[src/rtl/id_ex_stage.sv]
// ---------------------------------------------------------------------------
// id_ex_stage
//   Decode-to-execute pipeline register sitting directly in front of the ALU.
//   Latches the decoded instruction, resolves both ALU operands against the
//   EX/MEM and MEM/WB writeback buses, and inserts a bubble on a load-use
//   hazard.
//
// Ports
//   i_clk, i_rst            rising-edge clock, async active-high reset
//   i_stall                 hold stage contents (downstream not ready)
//   i_flush                 replace stage contents with a bubble
//   i_id_*                  decoded instruction from the ID stage
//   i_exmem_*, i_memwb_*    destination/enable/value of later stages
//   o_ex_valid              execute slot holds a real instruction
//   o_ex_op_a, o_ex_op_b    forwarded ALU operands
//   o_ex_alu_opsel          ALU operation select
//   o_ex_rd/_rd_we/_is_load destination info passed down the pipe
//   o_fwd_a_sel/_b_sel      0=reg file, 1=EX/MEM, 2=MEM/WB, 3=immediate (b)
//   o_load_use_stall        upstream must hold fetch/decode this cycle
// ---------------------------------------------------------------------------
module id_ex_stage #(
  parameter int REG_WIDTH   = 32,
  parameter int OPSEL_WIDTH = 6,
  parameter int RADDR_WIDTH = 5
) (
  input  logic                   i_clk,
  input  logic                   i_rst,
  input  logic                   i_stall,
  input  logic                   i_flush,
  input  logic                   i_id_valid,
  input  logic [OPSEL_WIDTH-1:0] i_id_alu_opsel,
  input  logic [RADDR_WIDTH-1:0] i_id_rs_a,
  input  logic [RADDR_WIDTH-1:0] i_id_rs_b,
  input  logic [REG_WIDTH-1:0]   i_id_rs_a_data,
  input  logic [REG_WIDTH-1:0]   i_id_rs_b_data,
  input  logic [REG_WIDTH-1:0]   i_id_imm,
  input  logic                   i_id_use_imm,
  input  logic [RADDR_WIDTH-1:0] i_id_rd,
  input  logic                   i_id_rd_we,
  input  logic                   i_id_is_load,
  input  logic [RADDR_WIDTH-1:0] i_exmem_rd,
  input  logic [RADDR_WIDTH-1:0] i_memwb_rd,
  input  logic                   i_exmem_we,
  input  logic                   i_memwb_we,
  input  logic [REG_WIDTH-1:0]   i_exmem_result,
  input  logic [REG_WIDTH-1:0]   i_memwb_result,
  output logic                   o_ex_valid,
  output logic [REG_WIDTH-1:0]   o_ex_op_a,
  output logic [REG_WIDTH-1:0]   o_ex_op_b,
  output logic [OPSEL_WIDTH-1:0] o_ex_alu_opsel,
  output logic [RADDR_WIDTH-1:0] o_ex_rd,
  output logic                   o_ex_rd_we,
  output logic                   o_ex_is_load,
  output logic [1:0]             o_fwd_a_sel,
  output logic [1:0]             o_fwd_b_sel,
  output logic                   o_load_use_stall
);

  logic                   r_valid;
  logic [OPSEL_WIDTH-1:0] r_opsel;
  logic [RADDR_WIDTH-1:0] r_rs_a;
  logic [RADDR_WIDTH-1:0] r_rs_b;
  logic [REG_WIDTH-1:0]   r_a_data;
  logic [REG_WIDTH-1:0]   r_b_data;
  logic [REG_WIDTH-1:0]   r_imm;
  logic                   r_use_imm;
  logic [RADDR_WIDTH-1:0] r_rd;
  logic                   r_rd_we;
  logic                   r_is_load;

  logic                   w_load_use;
  logic [1:0]             w_fwd_a_sel;
  logic [1:0]             w_fwd_b_sel;
  logic [REG_WIDTH-1:0]   w_op_a;
  logic [REG_WIDTH-1:0]   w_op_b;

  // A load in EX cannot supply its data until after MEM, so a dependent
  // instruction in ID must wait one cycle. An immediate-form op_b does not
  // read rs_b and therefore cannot create a hazard through it.
  assign w_load_use = r_valid && r_is_load && r_rd_we && (r_rd != '0) && i_id_valid &&
                      ((i_id_rs_a == r_rd) || (!i_id_use_imm && (i_id_rs_b == r_rd)));

  // Bubbles clear every field, not just valid/rd_we, so the ALU sees a
  // clean all-zero operation and no stale index can trigger forwarding.
  always_ff @(posedge i_clk or posedge i_rst) begin
    if (i_rst) begin
      r_valid   <= 1'b0;
      r_opsel   <= '0;
      r_rs_a    <= '0;
      r_rs_b    <= '0;
      r_a_data  <= '0;
      r_b_data  <= '0;
      r_imm     <= '0;
      r_use_imm <= 1'b0;
      r_rd      <= '0;
      r_rd_we   <= 1'b0;
      r_is_load <= 1'b0;
    end else if (i_flush || (!i_stall && w_load_use)) begin
      r_valid   <= 1'b0;
      r_opsel   <= '0;
      r_rs_a    <= '0;
      r_rs_b    <= '0;
      r_a_data  <= '0;
      r_b_data  <= '0;
      r_imm     <= '0;
      r_use_imm <= 1'b0;
      r_rd      <= '0;
      r_rd_we   <= 1'b0;
      r_is_load <= 1'b0;
    end else if (!i_stall) begin
      r_valid   <= i_id_valid;
      r_opsel   <= i_id_alu_opsel;
      r_rs_a    <= i_id_rs_a;
      r_rs_b    <= i_id_rs_b;
      r_a_data  <= i_id_rs_a_data;
      r_b_data  <= i_id_rs_b_data;
      r_imm     <= i_id_imm;
      r_use_imm <= i_id_use_imm;
      r_rd      <= i_id_rd;
      r_rd_we   <= i_id_rd_we;
      r_is_load <= i_id_is_load;
    end
  end

  // Forwarding uses the registered source indices, so operands held during
  // a stall keep re-resolving and pick up writebacks that arrive meanwhile.
  // EX/MEM is younger than MEM/WB and so takes priority.
  always_comb begin
    w_fwd_a_sel = 2'd0;
    w_op_a      = r_a_data;
    if (i_exmem_we && (i_exmem_rd != '0) && (i_exmem_rd == r_rs_a)) begin
      w_fwd_a_sel = 2'd1;
      w_op_a      = i_exmem_result;
    end else if (i_memwb_we && (i_memwb_rd != '0) && (i_memwb_rd == r_rs_a)) begin
      w_fwd_a_sel = 2'd2;
      w_op_a      = i_memwb_result;
    end

    w_fwd_b_sel = 2'd0;
    w_op_b      = r_b_data;
    if (r_use_imm) begin
      w_fwd_b_sel = 2'd3;
      w_op_b      = r_imm;
    end else if (i_exmem_we && (i_exmem_rd != '0) && (i_exmem_rd == r_rs_b)) begin
      w_fwd_b_sel = 2'd1;
      w_op_b      = i_exmem_result;
    end else if (i_memwb_we && (i_memwb_rd != '0) && (i_memwb_rd == r_rs_b)) begin
      w_fwd_b_sel = 2'd2;
      w_op_b      = i_memwb_result;
    end
  end

  assign o_ex_valid       = r_valid;
  assign o_ex_op_a        = w_op_a;
  assign o_ex_op_b        = w_op_b;
  assign o_ex_alu_opsel   = r_opsel;
  assign o_ex_rd          = r_rd;
  assign o_ex_rd_we       = r_rd_we;
  assign o_ex_is_load     = r_is_load;
  assign o_fwd_a_sel      = w_fwd_a_sel;
  assign o_fwd_b_sel      = w_fwd_b_sel;
  assign o_load_use_stall = w_load_use;

endmodule

[config.mk]
export PLATFORM = sky130hd
export DESIGN_NAME = id_ex_stage
export DESIGN_NICKNAME = d
export VERILOG_FILES = /design/src/rtl/id_ex_stage.sv
export SDC_FILE = /design/constraint.sdc
export NUM_CORES = 1
export LEC_CHECK = 0
export CORE_MARGIN = 2
export CORE_UTILIZATION = 44
export CTS_CLUSTER_SIZE = 40
export DETAILED_ROUTE_END_ITERATION = 10
export PLACE_DENSITY_LB_ADDON = 0.12
export SLEW_MARGIN = 15
export SYNTH_ARGS = -nofsm -noshare
export SYNTH_HDL_FRONTEND = slang
export SYNTH_SLANG_ARGS = --single-unit
[constraint.sdc]
create_clock -name i_clk -period 6.05 [get_ports i_clk]
set_clock_uncertainty 0.15 [all_clocks]
set_input_delay 1.21 -clock i_clk [delete_from_list [all_inputs] [get_ports i_clk]]
set_output_delay 1.21 -clock i_clk [all_outputs]
set_load 0.01 [all_outputs]
After elaboration in Yosys (flattened, before gate mapping) --
Cells that the tools add are included.
Cells by class: mux-type cells 32, $mul 0, shift-type cells 0, eq/ne operators 7, reductions and logical operators 20, bitwise logic cells 0, $lt $le $gt $ge 0, $add $sub $neg 0, div/mod/pow operators 0
Operator list (count):
- 2-to-1 mux 32 bit | 11
- == test 5 bit | 6
- 2-to-1 mux 5 bit | 6
- nonzero test 5 bit | 3
- logical AND 1 bit | 13
- 2-to-1 mux 6 bit | 2
- 2-to-1 mux 2 bit | 5
- 2-to-1 mux 1 bit | 8
- zero test 1 bit | 2
- logical OR 1 bit | 2
- inequality test 2 x 1 -> 1 bit, second input constant | 1
Word-level totals: memories kept 0, register bits after elaboration 121, ROM bits 0, logic and storage cells 70, latch bits 0, output and inout bits 83, input port bits 201, bits in writable memories 0

Longest topological paths before layout --
depth in word-level cells 8, mapped depth 9, depth with buffers taken out 6

Worst setup path after synthesis --
Ideal clock, no wire load.
path type in2out, from input port i_exmem_rd[1], to output port o_ex_op_b[10], setup slack 2074 ps, arrival time 2616 ps, cell stages on the path 6, cell sequence or4_1 > o21ai_2 > nor4_4 > nor2_8 > buf_6 > mux2i_1
Between the ends: longest elaborated chain between the ends 5
RTL lines:
- start: declaration | RTL line 41 | input logic [RADDR_WIDTH-1:0] i_exmem_rd,
- nonzero test 5 bit | RTL line 144 | end else if (i_exmem_we && (i_exmem_rd != '0) && (i_exmem_rd == r_rs_b)) begin
- logical AND 1 bit | RTL line 144
- logical AND 1 bit (*) | RTL line 144
- 2-to-1 mux 32 bit (*) | RTL line 144
- 2-to-1 mux 32 bit (*) | RTL line 141 | if (r_use_imm) begin
- end: declaration | RTL line 49 | output logic [REG_WIDTH-1:0] o_ex_op_b,
Every way passes the cells marked *; elsewhere a longest branch is shown, timed or not.

Final worst setup path --
from input port i_exmem_rd[1], to output port o_ex_op_b[13]
Same word-level chain as after synthesis.

==> metrics.txt <==
# TYPE chip_impl_metric gauge
chip_impl_metric{name="drtAntennaViolNets",unit=""} 0
chip_impl_metric{name="layout_setup_ws",unit="ns"} 0.7187
chip_impl_metric{name="ys_seq_area_share",unit="%"} 43.22
chip_impl_metric{name="report.final.hold_viol_count",unit=""} 0
chip_impl_metric{name="coreArea",unit="mm²"} 0.01571
chip_impl_metric{name="max_cap_violations",unit=""} 0
chip_impl_metric{name="post-route-period-util",unit="%"} 88.12
chip_impl_info{name="rsz0062_at_grt",value="false"} 1
chip_impl_metric{name="max_clock_freq",unit="MHz"} 187.6
chip_impl_metric{name="stdcell_count",unit=""} 1189
chip_impl_metric{name="drtIter0Drc",unit=""} 518
chip_impl_metric{name="maximum_number_of_pins_on_one_net_before_global_route_repair",unit=""} 82
chip_impl_metric{name="post_synth_edffs",unit=""} 0
chip_impl_metric{name="final-max-slew-violation-count",unit=""} 0
chip_impl_metric{name="biggest_fanout_along_the_worst_timing_path",unit=""} 21
chip_impl_metric{name="worst_skew_pair.late_latency",unit="ns"} 0.41
chip_impl_info{name="critical-path-slowest-cell",value="sky130_fd_sc_hd__or4_1"} 1
chip_impl_metric{name="tightestPinTransition",unit="ns"} 1.023
chip_impl_metric{name="layout.cell_area.non_filler",unit="mm²"} 0.01044
chip_impl_info{name="end_kind",value="primary output"} 1
chip_impl_metric{name="clockBufferDepth",unit=""} 2
chip_impl_metric{name="drt-pass1-iter-count",unit=""} 6
chip_impl_info{name="worst_path_most_repeated_cell",value="sky130_fd_sc_hd__clkdlybuf4s50_1"} 1
chip_impl_metric{name="synth.cell_area",unit="mm²"} 0.007005
chip_impl_metric{name="area_delta_synth_final",unit="%"} 49.03
chip_impl_metric{name="timing.setup.tns",unit="ns"} 0
chip_impl_metric{name="routed_wl",unit="µm"} 24190
chip_impl_metric{name="drive_above_1_share",unit="%"} 6.166
chip_impl_metric{name="ctsHoldBuffers",unit=""} 0
chip_impl_metric{name="post_drt_wl_per_cell",unit="µm"} 20.34
chip_impl_metric{name="cts_sinks",unit=""} 121
chip_impl_metric{name="timing.final.crit_period",unit="ns"} 5.331
chip_impl_metric{name="place_ws",unit="ns"} 0.7194
chip_impl_metric{name="cts_max_level",unit=""} 4
chip_impl_metric{name="first_global_vias",unit=""} 6819
chip_impl_metric{name="max_slew_margin",unit="%"} 31.83
chip_impl_metric{name="ys_ff_latch",unit=""} 121
chip_impl_metric{name="synth_cell_type_count",unit=""} 32
chip_impl_metric{name="yosys_warnings",unit=""} 0
chip_impl_metric{name="cts-buffers-inserted",unit=""} 17
chip_impl_metric{name="power_per_unit_of_standard_cell_area",unit="mW/mm²"} 228.2
chip_impl_metric{name="syn-mean-instance-area",unit="µm²"} 9.825
chip_impl_info{name="result_of_the_run",value="complete, no violations"} 1
chip_impl_metric{name="vias_per_cell",unit=""} 5.602
chip_impl_metric{name="remaining_drc_errors",unit=""} 0
chip_impl_info{name="crit_path_cell_trace",value="clkdlybuf4s50_1, or4_1, o21ai_2, nor4_4, nor2_8, buf_12, mux2i_1, clkdlybuf4s50_1"} 1
chip_impl_metric{name="routed-via-count",unit=""} 6661
chip_impl_metric{name="antenna-diode-count",unit=""} 0
chip_impl_info{name="startpoint_class_of_the_critical_path",value="input port"} 1
chip_impl_info{name="criticalPathCategory",value="in -> out"} 1
chip_impl_metric{name="cp.arrival",unit="ns"} 3.97
chip_impl_metric{name="place.port_buffers",unit=""} 283
chip_impl_metric{name="grt_antenna_before_repair",unit=""} 0
chip_impl_info{name="worstHoldPathType",value="reg -> reg"} 1
chip_impl_metric{name="fp.dieW",unit="µm"} 130.2
chip_impl_metric{name="setup_viol",unit=""} 0
chip_impl_info{name="tritoncts",value="done"} 1
chip_impl_metric{name="rows",unit=""} 46
chip_impl_metric{name="worst-endpoint-required",unit="ns"} 4.69
chip_impl_metric{name="die-area",unit="mm²"} 0.01695
chip_impl_metric{name="synthesis.instances",unit=""} 713
chip_impl_metric{name="ios",unit=""} 284
chip_impl_metric{name="asyncSetResetFlopFracSynth",unit="%"} 100.0
chip_impl_metric{name="place_congestion",unit=""} 0.9116
chip_impl_metric{name="grt_use_total",unit="%"} 28.30
chip_impl_metric{name="floorplan.initialDensity",unit="%"} 44.59
chip_impl_metric{name="global_route_total_overflow",unit=""} 0
chip_impl_metric{name="cpPeakStageDelay",unit="ns"} 0.56
chip_impl_metric{name="synth.net_count",unit=""} 914
chip_impl_metric{name="post_cts_clock_slew_at_the_launch_and_capture_registers_of_the_worst_setup_and_hold_paths",unit="ns"} 0.05
chip_impl_info{name="synth-main-ff-cell",value="sky130_fd_sc_hd__dfrtp_1"} 1
chip_impl_metric{name="post_cts_setup_bufs",unit=""} 0
chip_impl_metric{name="cts.repair.resized",unit=""} 0
chip_impl_metric{name="detailedPlacementHpwl",unit="µm"} 16960
chip_impl_metric{name="floorplan.die.height",unit="µm"} 130.2
chip_impl_metric{name="vdd_ir_drop_max",unit="mV"} 0.2042
chip_impl_metric{name="layout.nets",unit=""} 1162
chip_impl_metric{name="static-leakage-power",unit="µW"} 0.004218
chip_impl_metric{name="dp.cells",unit=""} 1158
chip_impl_info{name="cts.root.buffer_cell",value="sky130_fd_sc_hd__clkbuf_16"} 1
chip_impl_metric{name="area_after_dpl",unit="mm²"} 0.009849
chip_impl_metric{name="hold_slack",unit="ns"} 0.3373
chip_impl_metric{name="grt_first_pass_wirelength",unit="µm"} 36630
## report_power, final
group	internal, µW	switching [µW]	total, µW
Combinational	277	210	488
Sequential	856	36.4	892
Clock	655	348	1000
## cell usage in the layout, fill, tap and decap left out, types with 2 or more instances in the layout
master                            count
sky130_fd_sc_hd__nor2_1               2
sky130_fd_sc_hd__or4_1                2
sky130_fd_sc_hd__inv_1               13
sky130_fd_sc_hd__bufinv_16            2
sky130_fd_sc_hd__dfrtp_1            120
sky130_fd_sc_hd__nor3_1               2
sky130_fd_sc_hd__clkbuf_8             5
sky130_fd_sc_hd__inv_4                2
sky130_fd_sc_hd__nand4_1              3
sky130_fd_sc_hd__o22ai_1             65
sky130_fd_sc_hd__buf_4               13
sky130_fd_sc_hd__nor4_4               3
sky130_fd_sc_hd__o41ai_1             11
sky130_fd_sc_hd__xor2_1              17
sky130_fd_sc_hd__a32o_1              45
sky130_fd_sc_hd__nand2_1            172
sky130_fd_sc_hd__nand3_1              2
sky130_fd_sc_hd__o21ai_0              3
sky130_fd_sc_hd__o21ai_1             29
sky130_fd_sc_hd__mux2i_1            128
sky130_fd_sc_hd__buf_2                2
sky130_fd_sc_hd__clkbuf_16           17
sky130_fd_sc_hd__clkinv_2             5
sky130_fd_sc_hd__xnor2_1             13
sky130_fd_sc_hd__clkdlybuf4s50_1    281
## synthesized netlist by cell type (2+ instances only)
library cell | count | share of area [%]
sky130_fd_sc_hd__dfrtp_1 | 121 | 43
sky130_fd_sc_hd__nor2b_1 | 2 | 0.18
sky130_fd_sc_hd__or4_1 | 2 | 0.21
sky130_fd_sc_hd__nor3_1 | 2 | 0.14
sky130_fd_sc_hd__nor2_1 | 3 | 0.16
sky130_fd_sc_hd__o21ai_0 | 3 | 0.21
sky130_fd_sc_hd__clkbuf_1 | 38 | 2.0
sky130_fd_sc_hd__a32o_1 | 45 | 6.4
sky130_fd_sc_hd__buf_6 | 15 | 2.4
sky130_fd_sc_hd__o22ai_1 | 65 | 5.8
sky130_fd_sc_hd__mux2i_1 | 128 | 18
sky130_fd_sc_hd__xor2_1 | 17 | 2.1
sky130_fd_sc_hd__nor4_1 | 2 | 0.18
sky130_fd_sc_hd__o41ai_1 | 11 | 1.4
sky130_fd_sc_hd__buf_4 | 3 | 0.32
sky130_fd_sc_hd__buf_2 | 11 | 0.79
sky130_fd_sc_hd__inv_1 | 14 | 0.75
sky130_fd_sc_hd__nand3_1 | 2 | 0.14
sky130_fd_sc_hd__xnor2_1 | 13 | 1.6
sky130_fd_sc_hd__nor4_4 | 3 | 0.91
sky130_fd_sc_hd__nand4_1 | 3 | 0.27
sky130_fd_sc_hd__nand2_1 | 172 | 9.2
sky130_fd_sc_hd__o21ai_1 | 29 | 2.1
## layout make-up
type / instances / area, µm²
fill: 1267 / 5273
multi-input combinational: 509 / 3548
sequential: 121 / 3029
timing repair buffer: 297 / 2940
clock buffer: 23 / 498.0
tap: 216 / 270.3
clock inverter: 8 / 92.59
inverter: 15 / 61.31
## layer usage
layer / global-route usage, % / vias to the layer above / routed length [µm]
li1: - / 3083 / -
met5: 0 / - / 0
met3: 5.494 / 41 / 1688
met2: 48.08 / 297 / 11840
met4: 10.63 / 0 / 629
met1: 35.91 / 3240 / 10030
## sequential cells by signal, summed over array words and instances, names as in the netlist
register / cells
r_rs_a: 5
o_ex_rd_we: 1
r_imm: 32
o_ex_is_load: 1
o_ex_valid: 1
r_b_data: 32
r_a_data: 32
r_use_imm: 1
o_ex_rd: 5
r_rs_b: 5
o_ex_alu_opsel: 6
## kinds of logic after synthesis
group / share of synthesized area, %
AOI/OAI and AO/OA: 16.38
xor gates and xnor gates: 3.751
buffers and inverters: 6.448
DFF: 43.22
muxes: 18.29
and+or+nand+nor: 11.91
## critical path, delay by kind of cell
family                 cells  cell delay [ns]
AOI/OAI and AO/OA          1             0.22
buffers and inverters      3             1.29
muxes                      1             0.26
and+or+nand+nor            3             0.97
## per-stage QoR
| step | util (%) | total power [µW] |
|---|---|---|
| after global routing | 66.44 | 2474 |
| after detailed placement | 62.69 | 1391 |
| final | 66.44 | 2382 |
| after global placement | 62.69 | 1383 |
| after CTS | 66.44 | 2401 |
| after floorplan | - | 1105 |
## worst paths after layout
kind	to	slack, ns	depth (start not counted)	start
hold / removal	o_ex_alu_opsel[1]	0.34	1	o_ex_alu_opsel[1]
hold reg to reg	o_ex_alu_opsel[1]	0.34	1	o_ex_alu_opsel[1]
setup / recovery	o_ex_op_b[13]	0.72	8	i_exmem_rd[1]
setup reg to reg	o_ex_rd[3]	3.45	7	o_ex_rd[3]
max in group asynchronous	r_rs_a[1]	3.32	3	i_rst
min in group asynchronous	o_ex_alu_opsel[3]	1.24	2	i_rst
Power figures use the tool's default switching activity.
